### config.mk
export PLATFORM = sky130hd
export DESIGN_NAME = nwr_pkt_builder_flat
export DESIGN_NICKNAME = d
export VERILOG_FILES = /design/src/rtl/nwr_pkt_builder_if.sv /design/src/rtl/nwr_pkt_builder.sv /design/src/flat_wrapper.sv
export SDC_FILE = /design/constraint.sdc
export NUM_CORES = 1
export LEC_CHECK = 0
export CORE_UTILIZATION = 53
export CTS_BUF_LIST = sky130_fd_sc_hd__clkbuf_4 sky130_fd_sc_hd__clkbuf_8
export DETAILED_ROUTE_END_ITERATION = 16
export PLACE_DENSITY = 0.83
export SLEW_MARGIN = 20
export SYNTH_ARGS = -nofsm -noshare
export SYNTH_HDL_FRONTEND = slang
export SYNTH_SLANG_ARGS = --single-unit
### constraint.sdc
create_clock -name log_clk -period 10.7 [get_ports log_clk]
set_input_delay 3.21 -clock log_clk [delete_from_list [all_inputs] [get_ports log_clk]]
set_output_delay 3.21 -clock log_clk [all_outputs]
set_load 0.005 [all_outputs]
### src/rtl/nwr_pkt_builder_if.sv
// User-stream and SRIO ireq AXI-S signals of the NWRITE packet builder.
// master = generator/ireq-sink side, slave = the packet builder.
interface nwr_pkt_builder_if;
    logic [33:0] user_addr_i;
    logic [19:0] user_tsize_i;
    logic [63:0] user_tdata_i;
    logic        user_tfirst_i;
    logic        user_tvalid_i;
    logic [7:0]  user_tkeep_i;
    logic        user_tlast_i;
    logic        user_tready_o;
    logic        ireq_tvalid_o;
    logic        ireq_tready_i;
    logic [63:0] ireq_tdata_o;
    logic [7:0]  ireq_tkeep_o;
    logic        ireq_tlast_o;

    modport master (
        output user_addr_i, user_tsize_i, user_tdata_i, user_tfirst_i,
               user_tvalid_i, user_tkeep_i, user_tlast_i,
        input  user_tready_o,
        input  ireq_tvalid_o, ireq_tdata_o, ireq_tkeep_o, ireq_tlast_o,
        output ireq_tready_i
    );

    modport slave (
        input  user_addr_i, user_tsize_i, user_tdata_i, user_tfirst_i,
               user_tvalid_i, user_tkeep_i, user_tlast_i,
        output user_tready_o,
        output ireq_tvalid_o, ireq_tdata_o, ireq_tkeep_o, ireq_tlast_o,
        input  ireq_tready_i
    );
endinterface

### src/rtl/nwr_pkt_builder.sv
// Splits a user NWRITE transfer into HELLO-format packets (header beat + payload) on ireq.
// Optional length cross-check against user_tlast_i enabled by defining NWR_LEN_CHECK_EN.
module nwr_pkt_builder #(
    parameter int         MAX_PKT_BYTES = 256,
    parameter logic [1:0] PRIO          = 2'd1,
    parameter logic       CRF           = 1'b0
) (
    input  logic               log_clk,
    input  logic               log_rst_n,
    nwr_pkt_builder_if.slave   bus,
    output logic               nwr_ready_o,
    output logic               nwr_busy_o,
    output logic               nwr_done_o,
    output logic               len_err_o
);

    typedef enum logic [1:0] {S_IDLE, S_HDR, S_DATA, S_DONE} state_t;

    localparam logic [20:0] MAX_REM = 21'(MAX_PKT_BYTES);

    state_t      r_state;
    state_t      w_state_nxt;
    logic [33:0] r_addr;
    logic [20:0] r_rem;
    logic [7:0]  r_tid;
    logic [8:0]  r_seg;
    logic [5:0]  r_beat_cnt;
    logic        r_hold_vld;
    logic [63:0] r_hold_data;
    logic [7:0]  r_hold_keep;

    logic [8:0]  w_seg;
    logic [7:0]  w_size;
    logic [5:0]  w_seg_beats;
    logic        w_final_beat;
    logic [20:0] w_rem_dec;
    logic        w_first_hs;
    logic        w_ireq_hs;
    logic        w_pkt_last;
    logic [63:0] w_hdr;

    assign w_seg        = (r_rem > MAX_REM) ? MAX_REM[8:0] : r_rem[8:0];
    assign w_size       = 8'(w_seg - 9'd1);
    assign w_seg_beats  = 6'((w_seg + 9'd7) >> 3);
    // The current beat is the last one of the transfer once no more than 8 bytes remain.
    assign w_final_beat = (r_rem <= 21'd8);
    assign w_rem_dec    = w_final_beat ? 21'd0 : (r_rem - 21'd8);
    assign w_first_hs   = bus.user_tvalid_i & bus.user_tfirst_i;
    assign w_ireq_hs    = bus.ireq_tvalid_o & bus.ireq_tready_i;
    assign w_pkt_last   = (r_beat_cnt == 6'd1);
    assign w_hdr        = {r_tid, 4'h5, 4'h4, 1'b0, PRIO, CRF, w_size, 2'b00, r_addr};

    always_ff @(posedge log_clk or negedge log_rst_n) begin
        if (!log_rst_n) begin
            r_state <= S_IDLE;
        end else begin
            // NOTE: registers use non-blocking assignments so every flop samples pre-edge values.
            r_state <= w_state_nxt;
        end
    end

    always_comb begin
        w_state_nxt = r_state;
        unique case (r_state)
            S_IDLE:  if (w_first_hs) w_state_nxt = S_HDR;
            S_HDR:   if (bus.ireq_tready_i) w_state_nxt = S_DATA;
            S_DATA:  if (w_ireq_hs && w_pkt_last) w_state_nxt = w_final_beat ? S_DONE : S_HDR;
            S_DONE:  w_state_nxt = S_IDLE;
            default: w_state_nxt = S_IDLE;
        endcase
    end

    always_comb begin
        // NOTE: every output gets a default first so no path through the case infers a latch.
        bus.user_tready_o = 1'b0;
        bus.ireq_tvalid_o = 1'b0;
        bus.ireq_tdata_o  = '0;
        bus.ireq_tkeep_o  = '0;
        bus.ireq_tlast_o  = 1'b0;
        nwr_ready_o       = 1'b0;
        nwr_busy_o        = 1'b0;
        nwr_done_o        = 1'b0;
        unique case (r_state)
            S_IDLE: begin
                bus.user_tready_o = 1'b1;
                nwr_ready_o       = 1'b1;
            end
            S_HDR: begin
                nwr_busy_o        = 1'b1;
                bus.ireq_tvalid_o = 1'b1;
                bus.ireq_tdata_o  = w_hdr;
                bus.ireq_tkeep_o  = 8'hff;
            end
            S_DATA: begin
                nwr_busy_o       = 1'b1;
                bus.ireq_tlast_o = w_pkt_last;
                if (r_hold_vld) begin
                    bus.ireq_tvalid_o = 1'b1;
                    bus.ireq_tdata_o  = r_hold_data;
                    bus.ireq_tkeep_o  = w_final_beat ? r_hold_keep : 8'hff;
                end else begin
                    // Zero-bubble pass-through of the user stream.
                    bus.ireq_tvalid_o = bus.user_tvalid_i;
                    bus.user_tready_o = bus.ireq_tready_i;
                    bus.ireq_tdata_o  = bus.user_tdata_i;
                    bus.ireq_tkeep_o  = w_final_beat ? bus.user_tkeep_i : 8'hff;
                end
            end
            S_DONE: begin
                nwr_busy_o = 1'b1;
                nwr_done_o = 1'b1;
            end
            default: ;
        endcase
    end

    always_ff @(posedge log_clk or negedge log_rst_n) begin
        if (!log_rst_n) begin
            r_addr      <= '0;
            r_rem       <= '0;
            r_tid       <= '0;
            r_seg       <= '0;
            r_beat_cnt  <= '0;
            r_hold_vld  <= 1'b0;
            r_hold_data <= '0;
            r_hold_keep <= '0;
        end else begin
            unique case (r_state)
                S_IDLE: begin
                    if (w_first_hs) begin
                        r_addr      <= bus.user_addr_i;
                        r_rem       <= {1'b0, bus.user_tsize_i} + 21'd1;
                        r_hold_vld  <= 1'b1;
                        r_hold_data <= bus.user_tdata_i;
                        r_hold_keep <= bus.user_tkeep_i;
                    end
                end
                S_HDR: begin
                    if (bus.ireq_tready_i) begin
                        r_tid      <= r_tid + 8'd1;
                        r_seg      <= w_seg;
                        r_beat_cnt <= w_seg_beats;
                    end
                end
                S_DATA: begin
                    if (w_ireq_hs) begin
                        r_beat_cnt <= r_beat_cnt - 6'd1;
                        r_rem      <= w_rem_dec;
                        r_hold_vld <= 1'b0;
                        if (w_pkt_last) r_addr <= r_addr + {25'd0, r_seg};
                    end
                end
                default: ;
            endcase
        end
    end

`ifdef NWR_LEN_CHECK_EN
    logic r_hold_last;
    logic r_len_err;
    logic w_beat_tlast;

    assign w_beat_tlast = r_hold_vld ? r_hold_last : bus.user_tlast_i;

    always_ff @(posedge log_clk or negedge log_rst_n) begin
        if (!log_rst_n) begin
            r_hold_last <= 1'b0;
            r_len_err   <= 1'b0;
        end else begin
            if (r_state == S_IDLE && w_first_hs) r_hold_last <= bus.user_tlast_i;
            if (r_state == S_DATA && w_ireq_hs && (w_beat_tlast != w_final_beat)) r_len_err <= 1'b1;
        end
    end

    assign len_err_o = r_len_err;
`else
    logic w_unused_tlast;
    assign w_unused_tlast = bus.user_tlast_i;
    assign len_err_o      = 1'b0;
`endif

endmodule

### src/flat_wrapper.sv
// flat-port wrapper written by rule: the top's interface ports become plain ports
module nwr_pkt_builder_flat 
#(
    parameter int         MAX_PKT_BYTES = 256,
    parameter logic [1:0] PRIO          = 2'd1,
    parameter logic       CRF           = 1'b0
)
  (log_clk, log_rst_n, nwr_ready_o, nwr_busy_o, nwr_done_o, len_err_o, bus_user_addr_i, bus_user_tsize_i, bus_user_tdata_i, bus_user_tfirst_i, bus_user_tvalid_i, bus_user_tkeep_i, bus_user_tlast_i, bus_user_tready_o, bus_ireq_tvalid_o, bus_ireq_tdata_o, bus_ireq_tkeep_o, bus_ireq_tlast_o, bus_ireq_tready_i);
  nwr_pkt_builder_if bus_i ();
  input  logic log_clk;
  input  logic log_rst_n;
  output logic nwr_ready_o;
  output logic nwr_busy_o;
  output logic nwr_done_o;
  output logic len_err_o;
  input wire logic [$bits(bus_i.user_addr_i)-1:0] bus_user_addr_i;
  input wire logic [$bits(bus_i.user_tsize_i)-1:0] bus_user_tsize_i;
  input wire logic [$bits(bus_i.user_tdata_i)-1:0] bus_user_tdata_i;
  input wire logic [$bits(bus_i.user_tfirst_i)-1:0] bus_user_tfirst_i;
  input wire logic [$bits(bus_i.user_tvalid_i)-1:0] bus_user_tvalid_i;
  input wire logic [$bits(bus_i.user_tkeep_i)-1:0] bus_user_tkeep_i;
  input wire logic [$bits(bus_i.user_tlast_i)-1:0] bus_user_tlast_i;
  output wire logic [$bits(bus_i.user_tready_o)-1:0] bus_user_tready_o;
  output wire logic [$bits(bus_i.ireq_tvalid_o)-1:0] bus_ireq_tvalid_o;
  output wire logic [$bits(bus_i.ireq_tdata_o)-1:0] bus_ireq_tdata_o;
  output wire logic [$bits(bus_i.ireq_tkeep_o)-1:0] bus_ireq_tkeep_o;
  output wire logic [$bits(bus_i.ireq_tlast_o)-1:0] bus_ireq_tlast_o;
  input wire logic [$bits(bus_i.ireq_tready_i)-1:0] bus_ireq_tready_i;
  assign bus_i.user_addr_i = bus_user_addr_i;
  assign bus_i.user_tsize_i = bus_user_tsize_i;
  assign bus_i.user_tdata_i = bus_user_tdata_i;
  assign bus_i.user_tfirst_i = bus_user_tfirst_i;
  assign bus_i.user_tvalid_i = bus_user_tvalid_i;
  assign bus_i.user_tkeep_i = bus_user_tkeep_i;
  assign bus_i.user_tlast_i = bus_user_tlast_i;
  assign bus_user_tready_o = bus_i.user_tready_o;
  assign bus_ireq_tvalid_o = bus_i.ireq_tvalid_o;
  assign bus_ireq_tdata_o = bus_i.ireq_tdata_o;
  assign bus_ireq_tkeep_o = bus_i.ireq_tkeep_o;
  assign bus_ireq_tlast_o = bus_i.ireq_tlast_o;
  assign bus_i.ireq_tready_i = bus_ireq_tready_i;
  nwr_pkt_builder #(.MAX_PKT_BYTES(MAX_PKT_BYTES), .PRIO(PRIO), .CRF(CRF)) u_core (.log_clk(log_clk), .log_rst_n(log_rst_n), .bus(bus_i), .nwr_ready_o(nwr_ready_o), .nwr_busy_o(nwr_busy_o), .nwr_done_o(nwr_done_o), .len_err_o(len_err_o));
endmodule
After elaboration in Yosys (flattened, before gate mapping)
Cells that the tools add are included.
{ "classes": {"order_cmp": 2, "eq_ne": 9, "muxes": 34, "n_addsub": 7, "n_bitwise": 2, "reduce_logical": 11} }
{ "op_table": {"columns": ["operator", "count"], "rows": [
  ["case mux 64 bit (2 select lines)", 1],
  ["2-to-1 mux 34 bit", 3],
  ["case mux 34 bit (2 select lines)", 1],
  ["2-to-1 mux 64 bit", 1],
  ["2-to-1 mux 21 bit", 3],
  ["case mux 21 bit (2 select lines)", 1],
  ["adder 34 x 9 -> 34 bit", 1],
  ["2-to-1 mux 8 bit", 3],
  ["adder 20 x 1 -> 21 bit, second input constant", 1],
  ["greater-than comparator 21 x 9 -> 1 bit, second input constant", 1],
  ["less-or-equal comparator 21 x 4 -> 1 bit, second input constant", 1],
  ["subtractor 21 x 4 -> 21 bit, second input constant", 1],
  ["case mux 8 bit (2 select lines)", 1],
  ["2-to-1 mux 6 bit", 2],
  ["case mux 6 bit (2 select lines)", 1],
  ["adder 9 x 3 -> 9 bit, second input constant", 1],
  ["2-to-1 mux 9 bit", 1],
  ["AND reduction 3 bit", 3],
  ["adder 8 x 1 -> 8 bit, second input constant", 1],
  ["2-to-1 mux 1 bit", 8],
  ["2-to-1 mux 2 bit", 4],
  ["!= test 2 x 1 -> 1 bit, second input constant", 4],
  ["case mux 2 bit (4 select lines)", 1],
  ["subtractor 8 x 1 -> 8 bit, second input constant", 1],
  ["13 further kinds", 19]
]} }
{ "totals": {"input_bits": 132, "out_inout_bits": 79, "register_bits": 153, "elab_cells": 74} }

Longest topological paths before layout
{ "logic_depth": {"word_depth": 6, "mapped_depth": 14, "depth_no_buf": 10} }

Least setup slack after synthesis
No wires, ideal clock.
{ "synth_timing": {"path_kind": "input to output", "startpoint": "in bus_user_tkeep_i[0]", "endpoint": "out bus_ireq_tkeep_o[0]", "stages": 3, "t_arrival_ns": 3.596, "required_ns": 7.490, "setup_slack_ns": 3.894, "n_path_buf": 0, "path_cell_list": "mux2_2 nand2_1 a21boi_0"} }
{ "synth_via": {"elab_chain_len": 3} }
{ "synth_lines": {"columns": ["element", "line", "rtl"], "rows": [
  ["start, declared", "flat_wrapper.sv:21", "input wire logic [$bits(bus_i.user_tkeep_i)-1:0] bus_user_tkeep_i;"],
  ["2-to-1 mux 8 bit", "nwr_pkt_builder.sv:106", "bus.ireq_tkeep_o = w_final_beat ? bus.user_tkeep_i : 8'hff;"],
  ["2-to-1 mux 8 bit", "nwr_pkt_builder.sv:97", "if (r_hold_vld) begin"],
  ["case mux 8 bit (2 select lines)", "nwr_pkt_builder.sv:83", "unique case (r_state)"],
  ["end, declared", "flat_wrapper.sv:26", "output wire logic [$bits(bus_i.ireq_tkeep_o)-1:0] bus_ireq_tkeep_o;"]
]} }
No other way between the ends.

Worst setup path after layout
{ "layout_timing": {"startpoint": "in bus_user_tvalid_i", "endpoint": "out bus_ireq_tvalid_o"} }
{ "layout_via": {"elab_chain_len": 2} }
{ "layout_lines": {"columns": ["element", "line", "rtl"], "rows": [
  ["start, declared", "flat_wrapper.sv:20", "input wire logic [$bits(bus_i.user_tvalid_i)-1:0] bus_user_tvalid_i;"],
  ["2-to-1 mux 1 bit", "nwr_pkt_builder.sv:97", null],
  ["case mux 1 bit (2 select lines)", "nwr_pkt_builder.sv:83", null],
  ["end, declared", "flat_wrapper.sv:24", "output wire logic [$bits(bus_i.ireq_tvalid_o)-1:0] bus_ireq_tvalid_o;"]
]} }
No other way between the ends.

==> impl_metrics.env <==
export IMPL_fill_cells=1403
export IMPL_nNetsFinal=1363
export IMPL_clock_sinks=153
export IMPL_r2r_cells=7
export IMPL_place_inst=1419
export IMPL_synth_area_um2=9680
export IMPL_setup_tns_final_ns=0
export IMPL_die_y_um=137
export IMPL_clk_path_buf_depth=2
export IMPL_layout_commonest_cell="clkdlybuf4s50_1"
export IMPL_hold_start="u_core.r_tid[7]$_DFFE_PN0P_"
export IMPL_drc=0
export IMPL_synthXorXnorAreaFrac_pct=3.53
export IMPL_critPathMaxFanout=5
export IMPL_cts_resized=0
export IMPL_initial_core_util_pct=53.9
export IMPL_multi_input_area_um2=5530
export IMPL_grt_setup_unrepaired="no"
export IMPL_synth_cell_types=66
export IMPL_rr_startpoint="u_core.r_hold_vld$_DFFE_PN0P_"
export IMPL_root_buffer="clkbuf_8"
export IMPL_fin_crit_sh_pct=75.2
export IMPL_synth_fa_ha_area_share_pct=2.92
export IMPL_relSlewSlack_pct=33.3
export IMPL_dr_first_iter_drc_count=764
export IMPL_design_area_um2=12300
export IMPL_synth_area_per_cell_um2=9.30
export IMPL_syn_to_final_growth_pct=27.1
export IMPL_final_cell_mix="clkdlybuf4s50_1 (207), dfrtp_1 (152), nand2_1 (140)"
export IMPL_grt_max_degree=87
export IMPL_whs_path_depth=1
export IMPL_critical_path_class="in -> out"
export IMPL_postRouteAntennaNets=0
export IMPL_grt_pass1_wl_mm=43.4
export IMPL_r2r_end="u_core.r_addr[27]$_DFFE_PN0P_"
export IMPL_die_width_um=137
export IMPL_synth_compound_area_share_pct=16.6
export IMPL_cp_cell_sequence="clkdlybuf4s50_1, nor2_1, o21ai_0, clkdlybuf4s50_1"
export IMPL_cp_end_kind="output pin"
export IMPL_firstDrtPassIters=5
export IMPL_cts_made_buffers=17
export IMPL_cts_tree="done"
export IMPL_wl_per_cell_um=18.9
export IMPL_die_area_um2=18800
export IMPL_post_cts_buffers=0
export IMPL_cp_slowest_cell="clkdlybuf4s50_1"
export IMPL_slowest_delay_ns=0.62
export IMPL_synthArstFlopShare_pct=100
export IMPL_peakVddDrop_mv=0.144
export IMPL_synth_simple_gate_area_share_pct=15.5
export IMPL_n_antenna_cell=0
export IMPL_grt_pass1_vias=8491
export IMPL_overflow=0
export IMPL_gp_congestion=0.903
export IMPL_final_util_pct=68.5
export IMPL_skew_ns=0.0229
export IMPL_ctsHtreeMaxLevel=4
export IMPL_finalPower_uw=3020
export IMPL_synthMuxAreaShare_pct=18.2
export IMPL_clk_latency_ns=0.47
export IMPL_syn_nets=1195
export IMPL_crit_path_start_kind="input port"
export IMPL_via_per_inst=6.05
export IMPL_period_needed_ns=8.05
export IMPL_hold_viol=0
export IMPL_synth_seq_cells=153
export IMPL_synth_top_family_by_area="multiplexers"
export IMPL_port_buffer_count=208
export IMPL_vias=8778
export IMPL_leakagePower_uw=0.00500
export IMPL_finalSetupViolCount=0
export IMPL_dp_hpwl_mm=19.2
export IMPL_clkTransAtPathRegs_ns=0.07
export IMPL_antenna_found_initial=0
export IMPL_cap_violations=0
export IMPL_tightest_slew_ns=0.997
export IMPL_syn_inst=1041
export IMPL_drive_above_1_share_pct=11.5
export IMPL_num_io_pins=211
export IMPL_ctsHoldBuffers=0
export IMPL_regArea_um2=3830
export IMPL_worst_ep_arrival_time_ns=4.84
export IMPL_r2r_slack_ns=6.45
export IMPL_ys_flop_type="dfrtp_1"
export IMPL_postPlaceCellArea_um2=11900
export IMPL_max_freq_mhz=124
export IMPL_instances_no_fill=1450
export IMPL_crit_top_cell="clkdlybuf4s50_1"
export IMPL_core_area_um2=18000
export IMPL_hold_path_class="reg -> reg"
export IMPL_p_per_area_nw_per_um2=245
export IMPL_rows=49
export IMPL_cp_data_required_time_ns=7.49
export IMPL_holdPathEnd="u_core.r_tid[7]$_DFFE_PN0P_"
export IMPL_outcome="completed"
export IMPL_routed_wl_mm=27.3
export IMPL_maxSlewViolCount=0
export IMPL_synth_seq_area_share_pct=39.5
export IMPL_ys_warn_count=0
export IMPL_grt_usage_pct=29.9
export IMPL_synth_edff_count=0
==> critical path: cells and delay by family <==
kind,cells,cell delay [ns]
AO/OA/AOI/OAI,1,0.33
buffers and inverters,2,1.23
AND/OR/NAND/NOR,1,0.07
==> kinds of logic after synthesis <==
kind of cell,count (synthesis)
adder cells (fa/ha/maj),22
AND/OR/NAND/NOR,325
flip-flops,153
buffers and inverters,88
other,1
multiplexers,166
XOR/XNOR,39
AO/OA/AOI/OAI,247
==> routing by layer <==
metal	part of all wire (%)	track usage (%)	wire, um
met4	2.3	9.77	640
met1	43	39.7	11700
met2	47	46.9	12800
met5	0	0	0
met3	7.8	8.33	2130
==> worst max-delay path by stage <==
stage	startpoint	end	depth (start not counted)
floorplan	bus_user_tkeep_i[0]	bus_ireq_tkeep_o[0]	3
global placement	bus_user_tvalid_i	bus_ireq_tvalid_o	4
detailed placement	bus_user_tvalid_i	bus_ireq_tvalid_o	4
CTS	bus_user_tvalid_i	bus_ireq_tvalid_o	4
global route	bus_user_tvalid_i	bus_ireq_tvalid_o	4
finish	bus_user_tvalid_i	bus_ireq_tvalid_o	4
==> sequential cells by signal, indices dropped and copies added, names as in the netlist <==
| register | flops |
|---|---|
| u_core.r_hold_vld | 1 |
| u_core.r_rem | 21 |
| u_core.r_state | 2 |
| u_core.r_beat_cnt | 6 |
| u_core.r_seg | 9 |
| u_core.r_hold_data | 64 |
| u_core.r_hold_keep | 8 |
| u_core.r_addr | 34 |
| u_core.r_tid | 8 |
==> synth_stat cells, drive strengths merged (10+ instances only) <==
master / count / area share [%]
a21oi: 31 / 1.6
ha: 21 / 2.7
o21ai: 91 / 4.7
mux2: 81 / 9.4
nand3: 37 / 1.9
xnor2: 25 / 2.3
a221o: 11 / 1.1
inv: 17 / 0.66
mux2i: 85 / 8.8
o211ai: 10 / 0.78
nor3: 20 / 1.0
clkbuf: 58 / 2.2
nand2: 141 / 5.5
and3: 13 / 0.84
a21boi: 11 / 0.85
o22ai: 31 / 2.0
nor2: 54 / 2.1
xor2: 14 / 1.3
nand4: 10 / 0.65
dfrtp: 153 / 40
buf: 13 / 0.74
==> through the flow <==
stage	hold WS, ns	setup WS (ns)
2_1_floorplan	0.445	3.89
3_3_place_gp	0.463	2.65
3_5_place_dp	0.464	2.66
4_1_cts	0.482	2.64
5_1_grt	0.502	2.59
6_report	0.484	2.65
==> power breakdown <==
part / total (uW) / leakage [uW] / internal, uW / switching (uW)
clock network: 486 / 0.000220 / 268 / 218
logic: 1410 / 0.00294 / 717 / 689
registers: 1120 / 0.00185 / 845 / 280
total: 3020 / 0.00500 / 1830 / 1190
==> final cells by class <==
| cell class | count | area share [%] |
|---|---|---|
| clock inverter | 9 | 1.20 |
| sequential | 153 | 31.1 |
| clock buffer | 22 | 2.26 |
| timing repair buffer | 220 | 17.7 |
| multi-input combinational | 800 | 44.9 |
| tap | 229 | 2.33 |
| inverter | 17 | 0.518 |
Power figures use the tool's default switching activity.
